===== src/rtl/multi_rr_sched_if.sv =====
// multi_rr_sched_if: bundles the requester, multiplier and response signals of
// the round-robin multiplier scheduler. The scheduler connects through the
// slave modport; the requesters/multiplier environment uses the master modport.
interface multi_rr_sched_if #(
  parameter int N     = 4,
  parameter int WIDTH = 32
) ();
  localparam int IDW = $clog2(N);

  logic [N-1:0]         req_valid;
  logic [N-1:0]         req_ready;
  logic [N*WIDTH-1:0]   req_a;
  logic [N*WIDTH-1:0]   req_b;
  logic                 mul_ce;
  logic [WIDTH-1:0]     mul_a;
  logic [WIDTH-1:0]     mul_b;
  logic [2*WIDTH-1:0]   mul_p;
  logic [N-1:0]         rsp_valid;
  logic [IDW-1:0]       rsp_id;
  logic [2*WIDTH-1:0]   rsp_p;

  modport master (
    output req_valid, req_a, req_b, mul_p,
    input  req_ready, mul_ce, mul_a, mul_b, rsp_valid, rsp_id, rsp_p
  );

  modport slave (
    input  req_valid, req_a, req_b, mul_p,
    output req_ready, mul_ce, mul_a, mul_b, rsp_valid, rsp_id, rsp_p
  );
endinterface


===== src/rtl/multi_rr_sched.sv =====
// multi_rr_sched: round-robin scheduler sharing one pipelined signed multiplier
// among N requesters. One operand pair is issued per cycle; a tag pipeline
// MUL_LAT deep follows each product so it can be routed back to its owner.
// Optional feature: define MULTI_RR_BURST_EN to let the current owner keep the
// grant for up to BURST_LEN consecutive cycles before round-robin resumes.
module multi_rr_sched #(
  parameter int N         = 4,
  parameter int WIDTH     = 32,
  parameter int MUL_LAT   = 1,
  parameter int BURST_LEN = 4
) (
  input  logic           clk_i,
  input  logic           rst_ni,
  input  logic           clear_i,
  output logic           busy_o,
  multi_rr_sched_if.slave bus
);
  localparam int IDW  = $clog2(N);
  localparam int LAST = MUL_LAT - 1;

  // Reject parameter sets the scheduler was not built for at elaboration time.
  if (N < 2 || N > 8 || MUL_LAT < 1 || MUL_LAT > 4 || BURST_LEN < 1) begin : gBadParams
    $error("multi_rr_sched: illegal parameter set");
  end

  logic [IDW-1:0]   lastGrant_q, lastGrant_d;
  logic [IDW-1:0]   winner;
  logic [IDW-1:0]   cand;
  logic             found;
  logic             anyValid;
  logic             issue;
  logic [WIDTH-1:0] selA, selB;
  logic [MUL_LAT-1:0] tagValid_q;
  logic [IDW-1:0]     tagId_q [MUL_LAT];

`ifdef MULTI_RR_BURST_EN
  localparam int CNTW = $clog2(BURST_LEN) + 1;
  logic            ownerValid_q;
  logic [CNTW-1:0] burstCnt_q, burstCnt_d;
`endif

  // Arbitration: first valid requester after the last grant wins; the reset
  // gate keeps every issue-side output quiet while rst_ni is low.
  always_comb begin
    anyValid = |bus.req_valid;
    winner   = lastGrant_q;
    found    = 1'b0;
    cand     = '0;
    for (int k = 1; k <= N; k++) begin
      cand = IDW'((int'(lastGrant_q) + k) % N);
      if (!found && bus.req_valid[cand]) begin
        found  = 1'b1;
        winner = cand;
      end
    end
`ifdef MULTI_RR_BURST_EN
    if (ownerValid_q && bus.req_valid[lastGrant_q] &&
        (burstCnt_q < CNTW'(BURST_LEN - 1))) begin
      winner = lastGrant_q;
    end
`endif
    issue       = anyValid & ~clear_i & rst_ni;
    lastGrant_d = issue ? winner : lastGrant_q;
  end

  // Issue path: forward the winner's operands to the multiplier, zero otherwise.
  always_comb begin
    selA          = '0;
    selB          = '0;
    bus.req_ready = '0;
    bus.mul_ce    = 1'b0;
    bus.mul_a     = '0;
    bus.mul_b     = '0;
    for (int i = 0; i < N; i++) begin
      if (winner == IDW'(i)) begin
        selA = bus.req_a[i*WIDTH +: WIDTH];
        selB = bus.req_b[i*WIDTH +: WIDTH];
      end
    end
    if (issue) begin
      bus.req_ready = N'(1) << winner;
      bus.mul_ce    = 1'b1;
      bus.mul_a     = selA;
      bus.mul_b     = selB;
    end
  end

  // Response path: the last tag stage names the owner of the product on mul_p.
  always_comb begin
    bus.rsp_valid = '0;
    bus.rsp_id    = '0;
    bus.rsp_p     = '0;
    if (tagValid_q[LAST]) begin
      bus.rsp_valid = N'(1) << tagId_q[LAST];
      bus.rsp_id    = tagId_q[LAST];
      bus.rsp_p     = bus.mul_p;
    end
  end

  assign busy_o = rst_ni & ((|tagValid_q) | anyValid);

  // Pointer and tag pipeline; clear drops every in-flight tag but keeps the pointer.
  always_ff @(posedge clk_i or negedge rst_ni) begin
    if (!rst_ni) begin
      lastGrant_q <= IDW'(N - 1);
      tagValid_q  <= '0;
      for (int s = 0; s < MUL_LAT; s++) begin
        tagId_q[s] <= '0;
      end
    end else begin
      lastGrant_q   <= lastGrant_d;
      tagValid_q[0] <= issue;
      tagId_q[0]    <= winner;
      for (int s = 1; s < MUL_LAT; s++) begin
        tagValid_q[s] <= tagValid_q[s-1] & ~clear_i;
        tagId_q[s]    <= tagId_q[s-1];
      end
    end
  end

`ifdef MULTI_RR_BURST_EN
  // Burst length: count repeat grants to the owner; restart when the grant
  // moves, the owner drops valid, or the burst limit forces a round-robin turn.
  always_comb begin
    burstCnt_d = burstCnt_q;
    if (issue) begin
      if (ownerValid_q && (winner == lastGrant_q) &&
          (burstCnt_q < CNTW'(BURST_LEN - 1))) begin
        burstCnt_d = burstCnt_q + 1'b1;
      end else begin
        burstCnt_d = '0;
      end
    end else if (!bus.req_valid[lastGrant_q]) begin
      burstCnt_d = '0;
    end
  end

  // Burst state registers; no owner exists until the first grant after reset.
  always_ff @(posedge clk_i or negedge rst_ni) begin
    if (!rst_ni) begin
      burstCnt_q   <= '0;
      ownerValid_q <= 1'b0;
    end else begin
      burstCnt_q   <= burstCnt_d;
      ownerValid_q <= ownerValid_q | issue;
    end
  end
`endif
endmodule


===== src/flat_wrapper.sv =====
// flat-port wrapper written by rule: the top's interface ports become plain ports
module multi_rr_sched_flat 
#(
  parameter int N         = 4,
  parameter int WIDTH     = 32,
  parameter int MUL_LAT   = 1,
  parameter int BURST_LEN = 4
)
  (clk_i, rst_ni, clear_i, busy_o, bus_req_valid, bus_req_a, bus_req_b, bus_mul_p, bus_req_ready, bus_mul_ce, bus_mul_a, bus_mul_b, bus_rsp_valid, bus_rsp_id, bus_rsp_p);
  multi_rr_sched_if #(.N(N), .WIDTH(WIDTH)) bus_i ();
  input  logic clk_i;
  input  logic rst_ni;
  input  logic clear_i;
  output logic busy_o;
  input wire logic [$bits(bus_i.req_valid)-1:0] bus_req_valid;
  input wire logic [$bits(bus_i.req_a)-1:0] bus_req_a;
  input wire logic [$bits(bus_i.req_b)-1:0] bus_req_b;
  input wire logic [$bits(bus_i.mul_p)-1:0] bus_mul_p;
  output wire logic [$bits(bus_i.req_ready)-1:0] bus_req_ready;
  output wire logic [$bits(bus_i.mul_ce)-1:0] bus_mul_ce;
  output wire logic [$bits(bus_i.mul_a)-1:0] bus_mul_a;
  output wire logic [$bits(bus_i.mul_b)-1:0] bus_mul_b;
  output wire logic [$bits(bus_i.rsp_valid)-1:0] bus_rsp_valid;
  output wire logic [$bits(bus_i.rsp_id)-1:0] bus_rsp_id;
  output wire logic [$bits(bus_i.rsp_p)-1:0] bus_rsp_p;
  assign bus_i.req_valid = bus_req_valid;
  assign bus_i.req_a = bus_req_a;
  assign bus_i.req_b = bus_req_b;
  assign bus_i.mul_p = bus_mul_p;
  assign bus_req_ready = bus_i.req_ready;
  assign bus_mul_ce = bus_i.mul_ce;
  assign bus_mul_a = bus_i.mul_a;
  assign bus_mul_b = bus_i.mul_b;
  assign bus_rsp_valid = bus_i.rsp_valid;
  assign bus_rsp_id = bus_i.rsp_id;
  assign bus_rsp_p = bus_i.rsp_p;
  multi_rr_sched #(.N(N), .WIDTH(WIDTH), .MUL_LAT(MUL_LAT), .BURST_LEN(BURST_LEN)) u_core (.clk_i(clk_i), .rst_ni(rst_ni), .clear_i(clear_i), .busy_o(busy_o), .bus(bus_i));
endmodule

===== config.mk =====
export PLATFORM = sky130hd
export DESIGN_NAME = multi_rr_sched_flat
export DESIGN_NICKNAME = d
export VERILOG_FILES = /design/src/rtl/multi_rr_sched_if.sv /design/src/rtl/multi_rr_sched.sv /design/src/flat_wrapper.sv
export SDC_FILE = /design/constraint.sdc
export NUM_CORES = 1
export LEC_CHECK = 0
export ABC_AREA = 1
export BUFFER_PORTS_ARGS = -buffer_cell sky130_fd_sc_hd__buf_2
export CORE_AREA = 5 5 180 182
export CTS_BUF_LIST = sky130_fd_sc_hd__clkbuf_4 sky130_fd_sc_hd__clkbuf_8
export DETAILED_ROUTE_END_ITERATION = 8
export DIE_AREA = 0 0 185 187
export PLACE_DENSITY = 0.42
export SYNTH_ARGS = -nofsm -noshare
export SYNTH_HDL_FRONTEND = slang
export SYNTH_SLANG_ARGS = --single-unit

===== constraint.sdc =====
create_clock -name clk_i -period 2.3 [get_ports clk_i]
set_clock_uncertainty 0.2 [all_clocks]
set_input_delay 0.23 -clock clk_i [delete_from_list [all_inputs] [get_ports clk_i]]
set_output_delay 0.23 -clock clk_i [all_outputs]
set_load 0.01 [all_outputs]

==> run summary <==
status - finished, violations left
violated checks - setup timing
clock sinks - 5
final std cells w/o fill - 1718
# IOs - 467
Power Density - 1753 nW/um^2
Synth cell types - 29
vias in the first global route - 7453
TritonCTS clock tree - yes
Leak Pwr - 5.231 nW
Worst Setup End Kind - primary output
starting density of the core - 0.1303
Least-Margin Pin Slew - 368.6 ps
fin nets - 1648
CP Class - flop to primary output
die height - 187 um
DRT Wirelength - 30.40 mm
most frequent cells in the layout - buf_2, nand2_1, inv_1, nand3b_1, nand4_1
clock slew at reported path FFs - 40 ps
worst hold path class - input pin to flop
syn_area_per_cell - 4.666 um^2
CTS root buf - clkbuf_8
row count - 64
die width - 185 um
Slew Limit Headroom - 0.7532
total core area - 30430 um^2
cts bufs inserted - 3
vias - 7136
TritonRoute pass-1 iters - 4
H-tree levels - 1
number of fill cells - 3609
unrepaired setup endpoints after global routing - true
Total Routing Usage GR - 0.1590
total of max-cap violations - 0
Core Util, Final - 0.2618
Place WS - -525.0 ps
Min Hold Slack - 198.2 ps
Top delay family on crit path - simple AND/OR/NAND/NOR gates
peak supply drop - 0.001036 V
CP Launch Type - flop
worst-path cell chain - nand2_1, nand2_4, nand2_4, nand2_4, clkinv_2, nand3_4, nand2_2, nand2_4, buf_12, inv_8, nor2_4, clkbuf_16, nand2_1, nand2_1, nand2_1, nand2_2, buf_2
synthesized instance count - 850
final period utilization - 1.282
Post-DP HPWL - 24.60 mm
post-DR vias/cell - 4.154
GRT overflow - 0
Stages on worst setup path - 17
Synth Cell Area - 3966 um^2
first-pass GRT wire length - 43.14 mm
Max Slew Vio Count - 0
Slowest cell on crit path - dfstp_2
Clock Latency Late Sink - 220 ps
Final Setup Violations - 68
CP max FO - 7
Buffers & Inverters on Critical Path - 5
Antenna Nets Post-Route - 0
GPL Wtd Cong - 0.8478
warnings from Yosys - 0
Longest Clk Path Bufs - 2
Final WS setup - -648.1 ps
placed cell count - 1696
I/O Buffers - 466
die area - 34600 um^2
most common cell after layout, fill and taps aside - buf_2
synthesized flop and latch total - 5
initial DRC count - 203
initial antenna violation count - 4
fmax - 339.2 MHz
share of cells above drive strength 1 - 0.4894
Syn-to-layout area delta - 100.9%
CP Data Arrival Time - 2520 ps
Worst EP required - 1870 ps
DRC Markers - 0
Seq/Total Area, Yosys - 0.03218
largest net degree at the start of global routing - 66
CP peak stage delay - 630 ps
Net Count, Synth - 1177
wire per inst - 17.69 um
FF-to-FF path depth - 12
final hold vios - 0
hold depth - 3
post-layout min period - 2948 ps
## tightest hold or removal path, delay by kind of cell
family / cells / cell delay [ps]
buffers and inverters: 2 / 270
and+or+nand+nor: 1 / 60
## synth_stat cells, drive strengths merged
library cell,instances,area share
o211ai,2,0.0038
inv,174,0.17
nand4,50,0.079
nand3b,61,0.12
dfrtp,3,0.019
dfstp,2,0.013
a21oi,5,0.0063
nand3,57,0.078
clkbuf,22,0.021
nor3,1,0.0013
nand2,336,0.33
nor2,37,0.038
buf,43,0.062
o21ai,55,0.070
o31ai,1,0.0019
clkinv,1,0.00095
## path summary, 6_finish.rpt
check	from	to	slack (ps)
hold reg to reg	u_core.lastGrant_q[1]	u_core.lastGrant_q[1]	490
max in group asynchronous	rst_ni	u_core.lastGrant_q[0]	1430
setup reg to reg	u_core.lastGrant_q[0]	u_core.lastGrant_q[1]	190
setup / recovery	u_core.lastGrant_q[0]	bus_mul_a[2]	-650
min in group asynchronous	rst_ni	u_core.tagId_q[0]	260
hold / removal	clear_i	u_core.tagValid_q	200
## layer usage
metal	up-vias	wire length (um)	GRT usage
li1	3549	-	-
met1	3203	11140	0.1661
met2	346	15690	0.3141
met3	36	2730	0.03578
met4	2	822	0.04037
met5	-	13	0
## registers in the layout (all words and copies together), names as in the netlist
name,cells
u_core.lastGrant_q,2
u_core.tagId_q,2
u_core.tagValid_q,1
## metrics by stage
stage	instance area (um^2)	power, mW	setup TNS, ps
4_1_cts	7704	13.38	-37550
3_5_place_dp	7259	11.96	-23110
2_1_floorplan	4200	7.469	-5397
5_1_grt	7965	15.32	-47420
6_report	7968	13.97	-38280
3_3_place_gp	7259	11.96	-22180
## timing repair
item / CTS / global route
hold buffers: 1 / 0
cloned: 2 / 5
endpoints found under the hold margin: 5 / 0
buffers inserted: 7 / 2
gates resized for setup: 70 / 36
pin swaps: 29 / 7
endpoints found under the setup margin: 68 / 68
## layout make-up
type | count | area (um^2) | area share
timing repair buffer | 531 | 3390 | 0.4254
multi-input combinational | 605 | 3226 | 0.4048
inverter | 175 | 674.4 | 0.08464
tap | 396 | 495.5 | 0.06219
sequential | 5 | 128.9 | 0.01617
clock buffer | 4 | 48.80 | 0.006124
antenna | 2 | 5.005 | 0.0006281
## where the power goes
part / switching [mW] / internal [mW] / leakage (nW) / total (mW)
registers: 0.0552 / 0.142 / 0.0561 / 0.197
logic: 7.93 / 5.66 / 5.15 / 13.6
clock network: 0.0438 / 0.131 / 0.0262 / 0.175
total: 8.03 / 5.93 / 5.23 / 14.0
## kinds of logic (layout without fill, tap and decap cells)
group	Yosys count	in the layout	share of synthesized area
AND/OR/NAND/NOR	542	542	0.6369
flip-flops	5	5	0.03218
other	0	2	0
AO/OA/AOI/OAI	63	63	0.08233
buffers and inverters	240	710	0.2486
No activity file was read; power rests on OpenSTA's default activity.
